--- config.mk ---
export PLATFORM = sky130hd
export DESIGN_NAME = fetch_unit
export DESIGN_NICKNAME = d
export VERILOG_FILES = /design/src/rtl/fetch_unit.sv
export SDC_FILE = /design/constraint.sdc
export NUM_CORES = 1
export LEC_CHECK = 0
export BUFFER_PORTS_ARGS = -buffer_cell sky130_fd_sc_hd__buf_2
export CAP_MARGIN = 5
export CORE_AREA = 8 8 178 138
export CTS_BUF_LIST = sky130_fd_sc_hd__clkbuf_4
export DETAILED_ROUTE_END_ITERATION = 16
export DIE_AREA = 0 0 186 146
export GPL_TIMING_DRIVEN = 0
export PLACE_DENSITY = 0.89
export SLEW_MARGIN = 20
export SYNTH_ARGS = -nofsm -noshare
export SYNTH_HDL_FRONTEND = slang
export SYNTH_SLANG_ARGS = --single-unit
--- constraint.sdc ---
create_clock -name clock -period 8.1 [get_ports clock]
set_clock_uncertainty 0.05 [all_clocks]
set_input_delay 2.43 -clock clock [delete_from_list [all_inputs] [get_ports clock]]
set_output_delay 2.43 -clock clock [all_outputs]
set_load 0.005 [all_outputs]
--- src/rtl/fetch_unit.sv ---
// fetch_unit: instruction fetch front end with a DEPTH-entry {pc, inst} queue.
// Issues one word fetch per cycle while the queue plus the outstanding request
// leave room, accepts the 1-cycle-latency response and presents queued
// instructions to decode through a valid/ready handshake.
// Optional build macro FETCH_UNIT_STATS_EN adds stat_fetched / stat_flushes.
module fetch_unit #(
  parameter int                ADDR_W   = 32,
  parameter int                DATA_W   = 32,
  parameter int                DEPTH    = 4,
  parameter logic [ADDR_W-1:0] RESET_PC = ADDR_W'(32'h0040_0000)
) (
  input  logic              clock,
  input  logic              reset,
  output logic [ADDR_W-1:0] imem_addr,
  output logic              imem_req,
  input  logic [DATA_W-1:0] imem_data,
  input  logic              redir_valid,
  input  logic [ADDR_W-1:0] redir_pc,
  input  logic              halt,
  output logic              out_valid,
  input  logic              out_ready,
  output logic [DATA_W-1:0] out_inst,
  output logic [ADDR_W-1:0] out_pc
`ifdef FETCH_UNIT_STATS_EN
  ,
  output logic [31:0]       stat_fetched,
  output logic [15:0]       stat_flushes
`endif
);

  localparam int PW = $clog2(DEPTH);
  localparam logic [ADDR_W-1:0] ALIGN = ~ADDR_W'(3);

  typedef enum logic [1:0] {BOOT, FETCH, HALTED} state_t;

  typedef struct packed {
    logic [ADDR_W-1:0] pc;
    logic [DATA_W-1:0] inst;
  } entry_t;

  state_t            state, state_nxt;
  logic [ADDR_W-1:0] pc;
  logic              fly;
  logic [ADDR_W-1:0] fly_pc;
  entry_t            q [DEPTH];
  logic [PW:0]       wr_ptr, rd_ptr, count;
  logic [PW+1:0]     occ;
  logic              empty, pop, push;

  // Extra pointer bit makes count == DEPTH distinguishable from empty.
  assign count = wr_ptr - rd_ptr;
  assign empty = (count == '0);

  // Outputs are forced to their reset values while reset is held low so the
  // interface is quiet even before the synchronous reset has been sampled.
  assign out_valid = reset && !empty;
  assign pop       = out_valid && out_ready;
  assign push      = reset && fly && !redir_valid;
  assign imem_addr = reset ? (pc & ALIGN) : RESET_PC;
  assign out_pc    = q[rd_ptr[PW-1:0]].pc;
  assign out_inst  = q[rd_ptr[PW-1:0]].inst;

  // Space still committed next cycle: queued + outstanding, minus this pop.
  assign occ = {1'b0, count} + {{(PW+1){1'b0}}, fly} - {{(PW+1){1'b0}}, pop};

  // State register
  always_ff @(posedge clock) begin
    if (!reset) state <= BOOT;
    else        state <= state_nxt;
  end

  // Next-state logic; a redirect always lands in FETCH or HALTED
  always_comb begin
    state_nxt = state;
    if (redir_valid) begin
      state_nxt = halt ? HALTED : FETCH;
    end else begin
      case (state)
        BOOT:    state_nxt = FETCH;
        FETCH:   if (halt)  state_nxt = HALTED;
        HALTED:  if (!halt) state_nxt = FETCH;
        default: state_nxt = BOOT;
      endcase
    end
  end

  // Fetch request: only in FETCH, never alongside a redirect (PC is replaced)
  always_comb begin
    imem_req = 1'b0;
    if (reset && state == FETCH && !halt && !redir_valid &&
        occ < (PW+2)'(DEPTH))
      imem_req = 1'b1;
  end

  // PC and the single outstanding request; redirect drops the in-flight one
  always_ff @(posedge clock) begin
    if (!reset) begin
      pc  <= RESET_PC;
      fly <= 1'b0;
    end else if (redir_valid) begin
      pc  <= redir_pc & ALIGN;
      fly <= 1'b0;
    end else begin
      fly <= imem_req;
      if (imem_req) begin
        fly_pc <= pc;
        pc     <= pc + ADDR_W'(4);
      end
    end
  end

  // Queue pointers; a redirect flushes by collapsing both pointers
  always_ff @(posedge clock) begin
    if (!reset || redir_valid) begin
      wr_ptr <= '0;
      rd_ptr <= '0;
    end else begin
      if (push) wr_ptr <= wr_ptr + (PW+1)'(1);
      if (pop)  rd_ptr <= rd_ptr + (PW+1)'(1);
    end
  end

  // Queue storage; the response is tagged with the PC of its request
  always_ff @(posedge clock) begin
    if (push) q[wr_ptr[PW-1:0]] <= '{pc: fly_pc, inst: imem_data};
  end

`ifdef FETCH_UNIT_STATS_EN
  // Saturating counters of pushed instructions and redirects
  always_ff @(posedge clock) begin
    if (!reset) begin
      stat_fetched <= '0;
      stat_flushes <= '0;
    end else begin
      if (push && stat_fetched != '1)        stat_fetched <= stat_fetched + 32'd1;
      if (redir_valid && stat_flushes != '1) stat_flushes <= stat_flushes + 16'd1;
    end
  end
`else
  // Statistics counters are not built in this configuration.
`endif

endmodule

==> results.yml, run 1 <==
run_status:
  run_status: "finished clean"
synth:
  ys_warn_count: 0
  yosys-top-cells-count: "edfxtp_1, mux4_2, dfxtp_1"
  synth_seq_cells: 319
  synth_edf_count: 278
  yosysMostFrequentCell: "edfxtp_1"
  synth_area_leader_cell: "edfxtp_1"
  synth_top_cell_area_share_pct: 65.5
  ys.flop_type: "edfxtp_1"
  syn_inst: 741
  synth_area_leaders: "edfxtp_1, mux4_2, dfxtp_1"
  ys_seq_area_share_pct: 72.0
  async_flop_share_pct: 0
  syn-cell-area_um2: 12700
  synth.distinct_cells: 50
  avgSynthCellArea_um2: 17.2
timing:
  fin_tns_setup_ns: 0
  tightest_slew_ns: 0.920
  rsz0062_at_grt: "false"
  slew_headroom_pct: 38.6
  slew_violations: 0
  hold_slack_ns: 0.408
  period_minus_slack_ns: 7.75
  fmax_mhz: 129
  finalHoldViolCount: 0
  setup_viol: 0
  finalCritPeriodShare_pct: 95.7
layout:
  ff_latch_area_um2: 9170
  drive_above_1_share_pct: 35.4
  nFillCells: 1462
  area_delta_synth_final_pct: 18.5
  fin_nets: 1069
  layoutNonFillerInstCount: 1338
  multi_input_area_um2: 3370
global_routing:
  grt_util_all_layers_pct: 22.3
  grt_pass1_wl_um: 46400
  antenna_found_initial: 1
  grt-ovfl-total: 0
  grt_max_degree: 50
  grt_pass1_vias: 8247
clock_network:
  hold_buffers: 0
  numCtsBuffers: 75
  cts_tree: "done"
  cts.clk_slew.worst_paths_ns: 0.07
  clk_latency_ns: 0.68
  clkSinkCount: 319
  cts_buffer_depth: 3
  h-tree-depth: 3
  cts_root_buffer: "clkbuf_4"
power:
  total_power_w: 0.00326
  clkPwrFrac_pct: 40.7
  p_seq_share_pct: 55.8
  internal-power_w: 0.00257
  p_leak_nw: 5.20
  irDropWorstVdd_uv: 106
  power.share.switching_pct: 21.2
  netSwitchingPower_w: 0.000692
  pwr-share-comb_pct: 3.5
  power_density_nw_per_um2: 216
worst_setup_path:
  worst_path_largest_cell_delay_ns: 0.33
  crit_chain: "clkbuf_2, clkinvlp_4, a31oi_4, nand2_1, inv_1, ha_1, inv_1, ha_1, and3b_1, or2_2, o31a_1, buf_6, clkbuf_1, nor3_1, buf_2"
  path_max_fanout: 10
  path_class: "in2out"
  arrival_ns: 5.27
  crit_required_ns: 5.62
  crit_path_end_kind: "primary output"
  cp_slowest_cell: "o31a_1"
  cp-start-kind: "primary input"
floorplan:
  initial_utilization_pct: 58.9
  die_y_um: 146
  dieArea_um2: 27200
  core-area_um2: 21600
  std_cell_rows: 47
  io-pin-count: 167
  die_x_um: 186
routing:
  vias: 8094
  drt_iter0_drc: 1002
  via_per_inst: 6.05
  drc: 0
  wl_per_cell_um: 22.7
  drtAntennaViolNets: 0
  wl_um: 30400
  first_pass_iters: 6
min_path:
  hold_class: "reg2reg"
placed_design:
  gp_congestion: 0.922
  post-dp-hpwl_um: 20200
  dp_cells: 1204
  io_buffer_count: 159
flow_run:
  cap_violations: 0
## worst max-delay path, delay by kind of cell
family          cells  cell delay, ns
buf+inv             7            1.09
simple gates        4            0.81
compound gates      2            0.55
fa+ha+maj           2            0.40
## layout make-up
type	instances	share of cell area [%]
Sequential cell	319	60.7
Multi-Input combinational cell	366	22.3
Timing Repair Buffer	169	6.25
Clock buffer	112	5.57
Tap cell	294	2.44
Buffer	48	1.38
Clock inverter	18	0.986
Inverter	10	0.274
Antenna cell	2	0.0332
## per-stage QoR
step / setup slack, ns / util (%) / area [um2]
final: 0.346 / 69.8 / 15100
after global placement: -1.14 / 64.3 / 13900
after detailed placement: -0.0628 / 65.0 / 14100
after global routing: 0.211 / 69.7 / 15100
after CTS: 0.00169 / 69.6 / 15100
after floorplan: 0.566 / - / 12700
## registers in the layout (all words and copies together), names as in the netlist, named ones only
| register | flops |
|---|---|
| q | 248 |
| state | 2 |
| fly | 1 |
| rd_ptr | 3 |
| wr_ptr | 3 |
| fly_pc | 30 |
| pc | 30 |
## power by group through the flow
stage | clock network (W) | logic [W] | registers (W)
2_1_floorplan | 0 | 0.0000550 | 0.00184
3_3_place_gp | 0 | 0.000104 | 0.00185
3_5_place_dp | 0 | 0.000109 | 0.00185
4_1_cts | 0.00135 | 0.000110 | 0.00182
5_1_grt | 0.00143 | 0.000123 | 0.00182
6_report | 0.00133 | 0.000114 | 0.00182
## worst paths after layout
kind	slack, ns	end	cells after the start	startpoint
worst max register to register	3.11	fly_pc[13]$_DFFE_PP_	18	wr_ptr[0]$_SDFFE_PP0P_
worst min register to register	0.41	fly_pc[9]$_DFFE_PP_	0	pc[9]$_SDFFE_PN0P_
worst max-delay path	0.35	imem_req	15	reset
worst min-delay path	0.41	fly_pc[9]$_DFFE_PP_	0	pc[9]$_SDFFE_PN0P_
## cell usage in the layout (no fill, tap or decap), drive strengths merged, types with 11 or more instances in the layout
| cell | synthesis | final |
|---|---|---|
| nand3 | 25 | 25 |
| clkinv | 1 | 14 |
| buf | 15 | 184 |
| and2 | 29 | 29 |
| a31oi | 11 | 11 |
| nor2 | 22 | 22 |
| nand4 | 18 | 18 |
| o21ai | 22 | 22 |
| nor2b | 12 | 12 |
| and3 | 15 | 15 |
| clkbuf | 34 | 145 |
| dfxtp | 41 | 41 |
| edfxtp | 278 | 278 |
| nand2 | 25 | 25 |
| nor3 | 13 | 13 |
| nor4 | 11 | 11 |
| mux4 | 62 | 62 |
## kinds of logic (layout without fill, tap and decap cells)
kind of cell / Yosys count / count (layout) / share of synthesized area [%]
XOR/XNOR: 7 / 7 / 0.589
AND/OR/NAND/NOR: 202 / 202 / 8.94
buffers and inverters: 59 / 357 / 1.94
flip-flops: 319 / 319 / 72.0
AO/OA/AOI/OAI: 77 / 77 / 4.17
adder cells (fa/ha/maj): 11 / 11 / 1.14
other: 1 / 6 / 0.0294
multiplexers: 65 / 65 / 11.2
## timing repair
item / in CTS / in global routing
gates resized for setup: 1 / 4
cloned: 0 / 0
setup buffers: 0 / 3
setup endpoints to repair: 1 / 1
## routing by layer
layer	share of wire [%]	GRT usage (%)	routed length [um]	vias up
met5	0	0	0	-
met1	41	30.7	12300	3900
met2	46	33.8	13800	570
li1	-	-	-	3549
met4	2.6	7.84	786	0
met3	11	6.04	3420	75
Note: power is estimated with default switching activity, not from simulation.
==> run 2, diff against run 1 <==
Settings changed: GPL_TIMING_DRIVEN 0 to default, PLACE_DENSITY 0.89 to 0.91.
Clock period 8.1 ns to 8.9 ns, I/O delays scaled along.
==> results.yml, run 2 (same netlist as run 1, synthesis figures left out) <==
run_status:
  run_status: "finished clean"
timing:
  setup_viol: 0
  tightest_slew_ns: 1.13
  slew_violations: 0
  rsz0062_at_grt: "false"
  fin_tns_setup_ns: 0
  slew_headroom_pct: 25.0
  finalCritPeriodShare_pct: 87.1
  layout_setup_ws_ns: 1.15
  hold_slack_ns: 0.440
  finalHoldViolCount: 0
  period_minus_slack_ns: 7.75
  fmax_mhz: 129
clock_network:
  cts_setup_buffers: 0
  cts_tree: "done"
  cts.clk_slew.worst_paths_ns: 0.08
  clk_latency_ns: 0.68
  cts_root_buffer: "clkbuf_4"
  cts_buffer_depth: 3
  hold_buffers: 0
  clkSinkCount: 319
  h-tree-depth: 3
  cts_resized: 0
  numCtsBuffers: 79
worst_setup_path:
  cp-start-kind: "primary input"
  crit_required_ns: 6.18
  arrival_ns: 5.03
  path_max_fanout: 11
  crit_path_end_kind: "primary output"
  path_class: "in2out"
placed_design:
  dp_slack_ns: 1.19
  post-dp-hpwl_um: 16900
  gp_congestion: 0.861
  io_buffer_count: 160
min_path:
  hold_class: "reg2reg"
global_routing:
  grt-ovfl-total: 0
  grt_max_degree: 71
  grt_pass1_wl_um: 43200
  grt_util_all_layers_pct: 20.5
  grt_pass1_vias: 7978
  antenna_found_initial: 0
routing:
  first_pass_iters: 5
  drtAntennaViolNets: 0
  via_per_inst: 5.96
  wl_um: 27800
  wl_per_cell_um: 21.4
  vias: 7744
  drt_iter0_drc: 774
  drc: 0
layout:
  ff_latch_area_um2: 9180
  num_antenna_cells: 0
  multi_input_area_um2: 3360
  fin_nets: 1025
  nFillCells: 1449
  utilization_pct: 68.6
  largest_reg_flops: 248
  drive_above_1_share_pct: 36.2
  area_delta_synth_final_pct: 16.5
  final_common_cell: "edfxtp_1"
  layout_common_cells: "edfxtp_1, buf_2, clkbuf_4"
power:
  power_density_nw_per_um2: 200
  irDropWorstVdd_uv: 90.5
  p_leak_nw: 5.11
flow_run:
  cap_violations: 0
floorplan:
  core-area_um2: 21600
  dieArea_um2: 27200
  die_x_um: 186
  initial_utilization_pct: 58.9
  std_cell_rows: 47
  io-pin-count: 167
  die_y_um: 146
run 2: cell count changes in the layout (fill, tap and decap cells not counted), moves of 3 or more:
cell / before / now
clkinv_1: 12 / 21
clkbuf_1: 32 / 0
buf_6: 3 / 0
clkbuf_4: 112 / 115
buf_1: 7 / 0
run 2: layer usage:
layer	vias to the layer above	wire length (um)	track usage, %
met3	54	3220	6.19
met4	0	539	6.81
met2	505	13000	31.2
met5	-	0	0
li1	3448	-	-
met1	3737	11100	28.1
run 2: power by group:
group / total, W / switching, W / internal [W] / leakage [nW]
Clock: 0.00121 / 0.000561 / 0.000654 / 0.601
Sequential: 0.00166 / 0.0000237 / 0.00163 / 2.84
Combinational: 0.0000918 / 0.0000541 / 0.0000377 / 1.66
Total: 0.00296 / 0.000638 / 0.00232 / 5.11
run 2: worst max-delay path, stage by stage:
cell and delay (ns):
buf_2 0.08, inv_1 0.03, buf_4 0.18, a31oi_1 0.31, nand2_1 0.17, inv_1 0.09, ha_1 0.14, inv_1 0.04
ha_1 0.25, and3b_1 0.19, or2_2 0.29, o31a_1 0.30, nor3_1 0.14, buf_2 0.16
run 2: cell type report:
class / instances / area share, %
Tap cell: 294 / 2.48
Inverter: 10 / 0.253
Clock buffer: 115 / 5.82
Sequential cell: 319 / 61.8
Timing Repair Buffer: 169 / 5.85
Multi-Input combinational cell: 366 / 22.7
Clock inverter: 27 / 1.10
run 2: metrics by stage:
stage	std cells	power (W)	area [um2]
global route	1300	0.00307	14800
global placement	1158	0.00177	13800
floorplan	744	0.00173	12700
detailed placement	1158	0.00178	13800
CTS	1300	0.00298	14800
finish	1300	0.00296	14800
run 2: path summary, 6_finish.rpt:
check	from	end	slack, ns	cells past startpoint
worst max register to register	wr_ptr[0]$_SDFFE_PP0P_	fly_pc[22]$_DFFE_PP_	4.58	16
worst min register to register	fly_pc[22]$_DFFE_PP_	q[3][54]$_DFFE_PP_	0.44	0
worst min-delay path	fly_pc[22]$_DFFE_PP_	q[3][54]$_DFFE_PP_	0.44	0
worst max-delay path	reset	imem_req	1.15	14
